### config.mk
export PLATFORM = sky130hd
export DESIGN_NAME = board_scanner_flat
export DESIGN_NICKNAME = d
export VERILOG_FILES = /design/src/rtl/board_scanner_if.sv /design/src/rtl/board_scanner.sv /design/src/flat_wrapper.sv
export SDC_FILE = /design/constraint.sdc
export NUM_CORES = 1
export LEC_CHECK = 0
export ABC_AREA = 0
export BUFFER_PORTS_ARGS = -buffer_cell sky130_fd_sc_hd__buf_2
export CORE_ASPECT_RATIO = 1.4
export CORE_MARGIN = 1
export CORE_UTILIZATION = 35
export DETAILED_ROUTE_END_ITERATION = 10
export GPL_TIMING_DRIVEN = 0
export HOLD_SLACK_MARGIN = 0.03
export PLACE_DENSITY = 0.56
export SYNTH_ARGS = -nofsm -noshare
export SYNTH_HDL_FRONTEND = slang
export SYNTH_SLANG_ARGS = --single-unit
export TNS_END_PERCENT = 20
### constraint.sdc
create_clock -name clk -period 2.2 [get_ports clk]
set_input_delay 0.44 -clock clk [delete_from_list [all_inputs] [get_ports clk]]
set_output_delay 0.44 -clock clk [all_outputs]
set_load 0.1 [all_outputs]
### src/rtl/board_scanner_if.sv
// Board scanner bundle: start request, framebuffer read port and tile maps.
// Latency: pure wiring, no storage.
// Backpressure: none; the framebuffer answers one cycle after every read strobe.
interface board_scanner_if;
    logic        start;
    logic        rd_en;
    logic [7:0]  rd_x;
    logic [6:0]  rd_y;
    logic [2:0]  rd_data;
    logic [63:0] flag_map;
    logic [63:0] step_map;
    logic [63:0] mine_map;
    logic        busy;
    logic        done;

    // Scanner side: drives the read port and publishes the maps.
    modport master (
        input  start, rd_data,
        output rd_en, rd_x, rd_y, flag_map, step_map, mine_map, busy, done
    );

    // Host/framebuffer side.
    modport slave (
        output start, rd_data,
        input  rd_en, rd_x, rd_y, flag_map, step_map, mine_map, busy, done
    );
endinterface

### src/rtl/board_scanner.sv
// Samples one pixel per tile of an 8x8 board and classifies it into flag/revealed/mine maps.
// Latency: start seen in IDLE at cycle T -> done pulse at T+129 (2 cycles per tile + DONE).
// Backpressure: none; start is ignored while a scan runs. BOARD_SCAN_CENTER_EN samples tile centres.
module board_scanner (
    input  logic          clk,
    input  logic          reset,
    board_scanner_if.master bus
);
    localparam logic [7:0] TILE_W = 8'd19;
    localparam logic [6:0] TILE_H = 7'd14;
`ifdef BOARD_SCAN_CENTER_EN
    localparam logic [7:0] OFF_X  = 8'd9;
    localparam logic [6:0] OFF_Y  = 7'd7;
`else
    localparam logic [7:0] OFF_X  = 8'd0;
    localparam logic [6:0] OFF_Y  = 7'd0;
`endif

    typedef enum logic [1:0] {IDLE, READ, CAP, DONE} state_t;

    state_t      state;
    logic [5:0]  idx;
    logic [7:0]  org_x;
    logic [6:0]  org_y;
    logic [63:0] shadow_flag, shadow_step, shadow_mine;
    logic [63:0] flag_q, step_q, mine_q;
    logic        rd_en_q, busy_q, done_q;
    logic [7:0]  rd_x_q;
    logic [6:0]  rd_y_q;

    logic [7:0]  nxt_org_x;
    logic [6:0]  nxt_org_y;
    logic [63:0] nxt_flag, nxt_step, nxt_mine;

    // Origin of the following tile: step right one tile, or wrap to the next row after column 7.
    always_comb begin
        nxt_org_x = org_x + TILE_W;
        nxt_org_y = org_y;
        if (idx[2:0] == 3'd7) begin
            nxt_org_x = 8'd0;
            nxt_org_y = org_y + TILE_H;
        end
    end

    // Shadow maps with the pixel currently on rd_data classified into bit idx.
    always_comb begin
        nxt_flag      = shadow_flag;
        nxt_step      = shadow_step;
        nxt_mine      = shadow_mine;
        nxt_flag[idx] = (bus.rd_data == 3'b010);
        nxt_step[idx] = (bus.rd_data == 3'b111);
        nxt_mine[idx] = (bus.rd_data == 3'b100);
    end

    // Scan sequencer with registered read strobe, coordinates, status and maps.
    always_ff @(posedge clk) begin
        if (!reset) begin
            state       <= IDLE;
            idx         <= 6'd0;
            org_x       <= 8'd0;
            org_y       <= 7'd0;
            shadow_flag <= 64'd0;
            shadow_step <= 64'd0;
            shadow_mine <= 64'd0;
            flag_q      <= 64'd0;
            step_q      <= 64'd0;
            mine_q      <= 64'd0;
            rd_en_q     <= 1'b0;
            rd_x_q      <= 8'd0;
            rd_y_q      <= 7'd0;
            busy_q      <= 1'b0;
            done_q      <= 1'b0;
        end else begin
            done_q <= 1'b0;
            case (state)
                IDLE: begin
                    if (bus.start) begin
                        state   <= READ;
                        idx     <= 6'd0;
                        org_x   <= 8'd0;
                        org_y   <= 7'd0;
                        rd_en_q <= 1'b1;
                        rd_x_q  <= OFF_X;
                        rd_y_q  <= OFF_Y;
                        busy_q  <= 1'b1;
                    end
                end
                READ: begin
                    state   <= CAP;
                    rd_en_q <= 1'b0;
                    rd_x_q  <= 8'd0;
                    rd_y_q  <= 7'd0;
                end
                CAP: begin
                    shadow_flag <= nxt_flag;
                    shadow_step <= nxt_step;
                    shadow_mine <= nxt_mine;
                    if (idx == 6'd63) begin
                        // Last tile's classification goes straight into the published maps.
                        state  <= DONE;
                        flag_q <= nxt_flag;
                        step_q <= nxt_step;
                        mine_q <= nxt_mine;
                        done_q <= 1'b1;
                        busy_q <= 1'b0;
                    end else begin
                        state   <= READ;
                        idx     <= idx + 6'd1;
                        org_x   <= nxt_org_x;
                        org_y   <= nxt_org_y;
                        rd_en_q <= 1'b1;
                        rd_x_q  <= nxt_org_x + OFF_X;
                        rd_y_q  <= nxt_org_y + OFF_Y;
                    end
                end
                DONE: begin
                    state <= IDLE;
                end
                default: begin
                    state <= IDLE;
                end
            endcase
        end
    end

    assign bus.rd_en    = rd_en_q;
    assign bus.rd_x     = rd_x_q;
    assign bus.rd_y     = rd_y_q;
    assign bus.busy     = busy_q;
    assign bus.done     = done_q;
    assign bus.flag_map = flag_q;
    assign bus.step_map = step_q;
    assign bus.mine_map = mine_q;
endmodule

### src/flat_wrapper.sv
// flat-port wrapper written by rule: the top's interface ports become plain ports
module board_scanner_flat 
  (clk, reset, bus_start, bus_rd_data, bus_rd_en, bus_rd_x, bus_rd_y, bus_flag_map, bus_step_map, bus_mine_map, bus_busy, bus_done);
  board_scanner_if bus_i ();
  input  logic clk;
  input  logic reset;
  input wire logic [$bits(bus_i.start)-1:0] bus_start;
  input wire logic [$bits(bus_i.rd_data)-1:0] bus_rd_data;
  output wire logic [$bits(bus_i.rd_en)-1:0] bus_rd_en;
  output wire logic [$bits(bus_i.rd_x)-1:0] bus_rd_x;
  output wire logic [$bits(bus_i.rd_y)-1:0] bus_rd_y;
  output wire logic [$bits(bus_i.flag_map)-1:0] bus_flag_map;
  output wire logic [$bits(bus_i.step_map)-1:0] bus_step_map;
  output wire logic [$bits(bus_i.mine_map)-1:0] bus_mine_map;
  output wire logic [$bits(bus_i.busy)-1:0] bus_busy;
  output wire logic [$bits(bus_i.done)-1:0] bus_done;
  assign bus_i.start = bus_start;
  assign bus_i.rd_data = bus_rd_data;
  assign bus_rd_en = bus_i.rd_en;
  assign bus_rd_x = bus_i.rd_x;
  assign bus_rd_y = bus_i.rd_y;
  assign bus_flag_map = bus_i.flag_map;
  assign bus_step_map = bus_i.step_map;
  assign bus_mine_map = bus_i.mine_map;
  assign bus_busy = bus_i.busy;
  assign bus_done = bus_i.done;
  board_scanner u_core (.clk(clk), .reset(reset), .bus(bus_i));
endmodule
# Yosys cells after proc, flatten, opt, wreduce, memory -nomap -nowiden
# Cells that the tools add are included.
[totals] mem_bits_rw=0 regBits=425 rom_bits=0 latch_bits=0 elab_cells=67 in_bits=6 output_inout_bits=210 n_memories=0
[classes] n_mux=27 addsub=3 n_eq_ne=11 div=0 n_bitwise=0 n_reduce_logical=9 order_cmp=2 multipliers=0 shifts=0
[op_table] operator="bitwise mux 64 bit" count=3
[op_table] operator="2-to-1 mux 8 bit" count=3
[op_table] operator="case mux 8 bit (3 select lines)" count=1
[op_table] operator="2-to-1 mux 7 bit" count=3
[op_table] operator="case mux 7 bit (3 select lines)" count=1
[op_table] operator="case mux 8 bit (2 select lines)" count=1
[op_table] operator="case mux 7 bit (2 select lines)" count=1
[op_table] operator="2-to-1 mux 6 bit" count=2
[op_table] operator="case mux 6 bit (2 select lines)" count=1
[op_table] operator="equality test 3 bit (second input constant)" count=3
[op_table] operator="AND reduction 3 bit" count=3
[op_table] operator="adder 8 x 5 -> 8 bit (second input constant)" count=1
[op_table] operator="case mux 2 bit (4 select lines)" count=1
[op_table] operator="adder 7 x 4 -> 7 bit (second input constant)" count=1
[op_table] operator="less-than comparator 6 x 7 -> 1 bit (second input constant)" count=1
[op_table] operator="adder 6 x 1 -> 6 bit (second input constant)" count=1
[op_table] operator="demux 1 bit (select 6 bit)" count=1
[op_table] operator="equality test 6 bit (second input constant)" count=1
[op_table] operator="greater-or-equal comparator 6 x 1 -> 1 bit (second input constant)" count=1
[op_table] operator="2-to-1 mux 1 bit" count=5
[op_table] operator="equality test 2 bit (second input constant)" count=2
[op_table] operator="2-to-1 mux 2 bit" count=2
[op_table] operator="!= test 2 bit (second input constant)" count=2
[op_table] operator="AND reduction 2 bit" count=2
[op_table] operator="other kinds (9)" count=9

# Depth between registers and ports, before layout
[depth] depth_word=5 mapped_depth=9 ltp_nobuf=6

# Worst setup path before layout
# OpenSTA, ideal clock, no wires.
[synth_timing] kind="flip-flop to flip-flop" start="register u_core.idx[0]" end="register u_core.rd_x_q[5] (netlist: u_core.bus.rd_x[5])" n_path_buf=1 period_less_slack_ps=1873 required_ps=2125 arrival_time_ps=1798 slack_ps=327 setup_ps=75 path_stages_with_launch=8 path_cell_list="dfxtp_1 ha_1 ha_1 buf_2 or3b_2 a21oi_1 nand2_1 o22ai_1"
[synth_via] elab_chain_cells=4 word_cells_on_any_way=7 classes_between="eq/ne (3); mux (3); reduce/logical (1)"
[synth_rtl] item="from (decl)" line_no="board_scanner.sv:22" rtl="logic [5:0] idx;"
[synth_rtl] item="from (signal assigned)" line_no="board_scanner.sv:108" rtl="idx <= idx + 6'd1;"
[synth_rtl] item="equality test 3 bit" line_no="board_scanner.sv:39" rtl="if (idx[2:0] == 3'd7) begin"
[synth_rtl] item="2-to-1 mux 8 bit" line_no="board_scanner.sv:39"
[synth_rtl] item="2-to-1 mux 8 bit" line_no="board_scanner.sv:98" rtl="if (idx == 6'd63) begin"
[synth_rtl] item="case mux 8 bit (3 select lines)" line_no="board_scanner.sv:75" rtl="case (state)"
[synth_rtl] item="to (signal assigned)" line_no="board_scanner.sv:112" rtl="rd_x_q <= nxt_org_x + OFF_X;"
[synth_rtl] item="to (decl)" line_no="board_scanner.sv:28" rtl="logic [7:0] rd_x_q;"
# Parallel ways exist; a longest one is shown, timed or not. The select of a mux whose other input is x is not followed.
# A chain may end at the register's enable or synchronous reset.

# Worst setup path in the final report
[layout_timing] start="input port bus_rd_data[0]" end="register u_core.flag_q[30] (netlist: u_core.bus.flag_map[30])"
[layout_via] elab_chain_cells=2
[layout_rtl] item="from (decl)" line_no="flat_wrapper.sv:8" rtl="input wire logic [$bits(bus_i.rd_data)-1:0] bus_rd_data;"
[layout_rtl] item="equality test 3 x 2 -> 1 bit" line_no="board_scanner.sv:50" rtl="nxt_flag[idx] = (bus.rd_data == 3'b010);"
[layout_rtl] item="bitwise mux 64 bit" line_no="board_scanner.sv:50"
[layout_rtl] item="to (signal assigned)" line_no="board_scanner.sv:101" rtl="flag_q <= nxt_flag;"
[layout_rtl] item="to (decl)" line_no="board_scanner.sv:26" rtl="logic [63:0] flag_q, step_q, mine_q;"
# No other way between the ends.

==> results.toml <==
[status]
outcome = "finished, violations left"
violations = "setup timing"

[finish]
fillCellCount = 5018
seqCellArea_um2 = 8508
area_growth_pct = 19.50
nets = 2148
design_area_um2 = 21520
multiInputGateArea_um2 = 8567
drive_above_1_share_pct = 19.90

[logic_synthesis]
seq_area_frac_synth_pct = 47.25
syn_nets = 1880
syn_inst = 1870
synth_commonest_cells = "dfxtp_1 (425), mux2i_1 (385), a21oi_1 (214)"
synth_area_um2 = 18010
yosysTopAreaCellShare_pct = 47.25
synth_most_common_cell = "dfxtp_1"
ys_warn_count = 0
async_reset_ff_share_pct = 0
yosys-top-cells-area = "dfxtp_1 (47%), mux2i_1 (21%), a21oi_1 (5.9%)"
ys_ff_latch = 425
synth-edff-count = 0
ys_types = 60
synth-main-ff-cell = "dfxtp_1"
avgSynthCellArea_um2 = 9.630
yosysTopAreaCell = "dfxtp_1"

[critical_path]
slowest_delay_ns = 0.60
cp.arrival_ns = 2.69
cp_num_buf_inv = 3
crit_top_cell = "clkbuf_1"
end_kind = "flip-flop"
startpoint_type = "input port"
path_class = "input port to flip-flop"
cp_cell_sequence = "buf_2 -> nor3b_1 -> clkbuf_1 -> clkbuf_1 -> mux2i_1 -> a21oi_1"
critPathMaxFanout = 10
critPathSlowestCell = "clkbuf_1"
crit_required_ns = 2.68
crit_family = "buffers and inverters"

[place]
place.gp.congestion = 0.8480
place_ws_ns = -0.5725
io_buffer_count = 214
place_area_um2 = 19890
dpl.hpwl_mm = 45.11

[detailed_routing]
routedWlPerCell_um = 21.45
first_iter_violations = 814
wirelength_mm = 60.53
viasPerCell = 5.174
dr.pass1.iters = 5
drcViolationCount = 0
drtAntennaViolNets = 0
vias = 14600

[hold_path]
hold_path_class = "input port to flip-flop"

[global_routing]
grt_max_degree = 15
grt_pass1_wl_mm = 90.09
antenna_found_initial = 1
grtUsageTotal_pct = 22.63
grt_remaining_overflow = 0
grt_pass1_vias = 14620

[clock_network]
clkTransAtPathRegs_ns = 0.06
root_buffer = "clkbuf_16"
cts_buffers = 43
h-tree-depth = 2
insertion_delay_ns = 0.56
clockBufferDepth = 3
cts_sinks = 425
cts_tree = "yes"

[sta]
hold_viol_final = 0
max_freq_mhz = 451.7
fin_ws_ns = -0.01387
finalSetupViolCount = 1
report.final.slew_viol_count = 0
rsz0062_at_grt = "yes"
clock_skew_ns = 0.01717
min_period_over_period_pct = 100.6
max_slew.worst_pin.slew_ns = 1.255
fin_crit_ns = 2.214
relSlewSlack_pct = 16.36

[die]
pin_count = 216
fp-row-count = 98
fp.coreArea_um2 = 50890
die_w_um = 193.7
die_area_um2 = 52380
chipHeight_um = 270.4
start_util_pct = 35.39

[job]
max_cap_violations = 0

[power_and_ir_drop]
ir_drop_mv = 0.6063
powerDensity_nw_per_um2 = 744.3
p_leak_uw = 0.01028
## worst reg2reg max path, delay by kind of cell (launching register included)
| kind | cells | cell delay [ns] |
|---|---|---|
| AO/OA/AOI/OAI | 1 | 0.12 |
| buffers and inverters | 2 | 0.64 |
| flip-flops | 1 | 0.49 |
| multiplexers | 1 | 0.34 |
| AND/OR/NAND/NOR | 2 | 0.46 |
## worst paths after layout
check             depth (start not counted)  slack, ns                              endpoint                         start
setup / recovery                          6      -0.01  u_core.bus.flag_map[30]$_SDFFE_PN0P_                bus_rd_data[0]
hold / removal                            3       0.36          u_core.state[0]$_SDFFE_PN0P_                     bus_start
setup reg to reg                          6       0.03  u_core.bus.flag_map[40]$_SDFFE_PN0P_    u_core.idx[5]$_SDFFE_PN0P_
hold reg to reg                           2       0.43          u_core.org_y[0]$_SDFFE_PN0P_  u_core.org_y[0]$_SDFFE_PN0P_
## cell families (layout without fill, tap and decap cells)
kind of cell	after synthesis	after routing	share of synthesized area, %
xor+xnor	11	11	0.5350
flops	425	425	47.25
other cells	0	1	0
compound gates	444	444	12.78
buf+inv	182	483	5.232
fa+ha+maj	4	4	0.2779
simple gates	419	419	12.53
mux	385	385	21.40
## cell usage in the layout (no fill, tap or decap), types with 10 or more instances in the layout
cell | Yosys | layout
o21ai_1 | 33 | 33
nor2_1 | 204 | 204
nor2_2 | 16 | 15
a21oi_1 | 214 | 213
nand2_1 | 71 | 71
clkbuf_16 | 0 | 45
o21ai_0 | 167 | 167
buf_4 | 6 | 19
buf_6 | 17 | 17
nor3_4 | 16 | 16
clkbuf_1 | 86 | 92
buf_2 | 52 | 251
clkbuf_4 | 0 | 10
dfxtp_1 | 425 | 425
clkbuf_8 | 0 | 12
nand3_1 | 58 | 58
mux2i_1 | 385 | 385
## area by class of cell
class	count	area share [%]
multi-input cells	1263	39.81
flip-flops and latches	425	39.54
clock buffers	66	6.157
repair buffers	223	5.349
plain buffers	173	4.419
well taps	650	3.779
clock inverters	12	0.7791
inverters	9	0.1570
diodes	1	0.01163
## metal layers
metal	global-route usage [%]	vias up	wire length (um)
li1	-	7093	-
met1	26.12	7056	24810
met2	40.94	334	30950
met3	2.922	119	2058
met4	11.03	0	2706
met5	0	-	0
## what timing repair did
action	in CTS	in global routing
setup endpoints to repair	149	114
gates resized for setup	3	23
pin swaps	1	3
hold buffers	0	0
setup buffers	2	7
## per-stage QoR
step	hold slack (ns)	total power, uW	TNS [ns]	cells	utilization (%)
floorplan	0.4086	8217	0	1870	-
global placement	0.4278	8427	-69.21	2734	39.09
detailed placement	0.4231	8432	-75.32	2734	39.09
CTS	0.3284	16140	-0.1444	2814	42.07
global route	0.3810	16490	-1.111	2822	42.29
finish	0.3602	16020	-0.01387	2822	42.29
## sequential cells by signal, indices dropped and copies added, names as in the netlist
signal / cells
u_core.bus.busy: 1
u_core.bus.done: 1
u_core.bus.flag_map: 64
u_core.bus.mine_map: 64
u_core.bus.rd_en: 1
u_core.bus.rd_x: 8
u_core.bus.rd_y: 7
u_core.bus.step_map: 64
u_core.idx: 6
u_core.org_x: 8
u_core.org_y: 7
u_core.shadow_flag: 64
u_core.shadow_mine: 64
u_core.shadow_step: 64
u_core.state: 2
## report_power, final
part           leakage, uW  total [uW]  internal [uW]  switching [uW]
Clock             0.000728        7760           4620            3140
Combinational      0.00613         545            104             441
Sequential         0.00342        7710           7700            9.84
No activity file was read; power rests on OpenSTA's default activity.
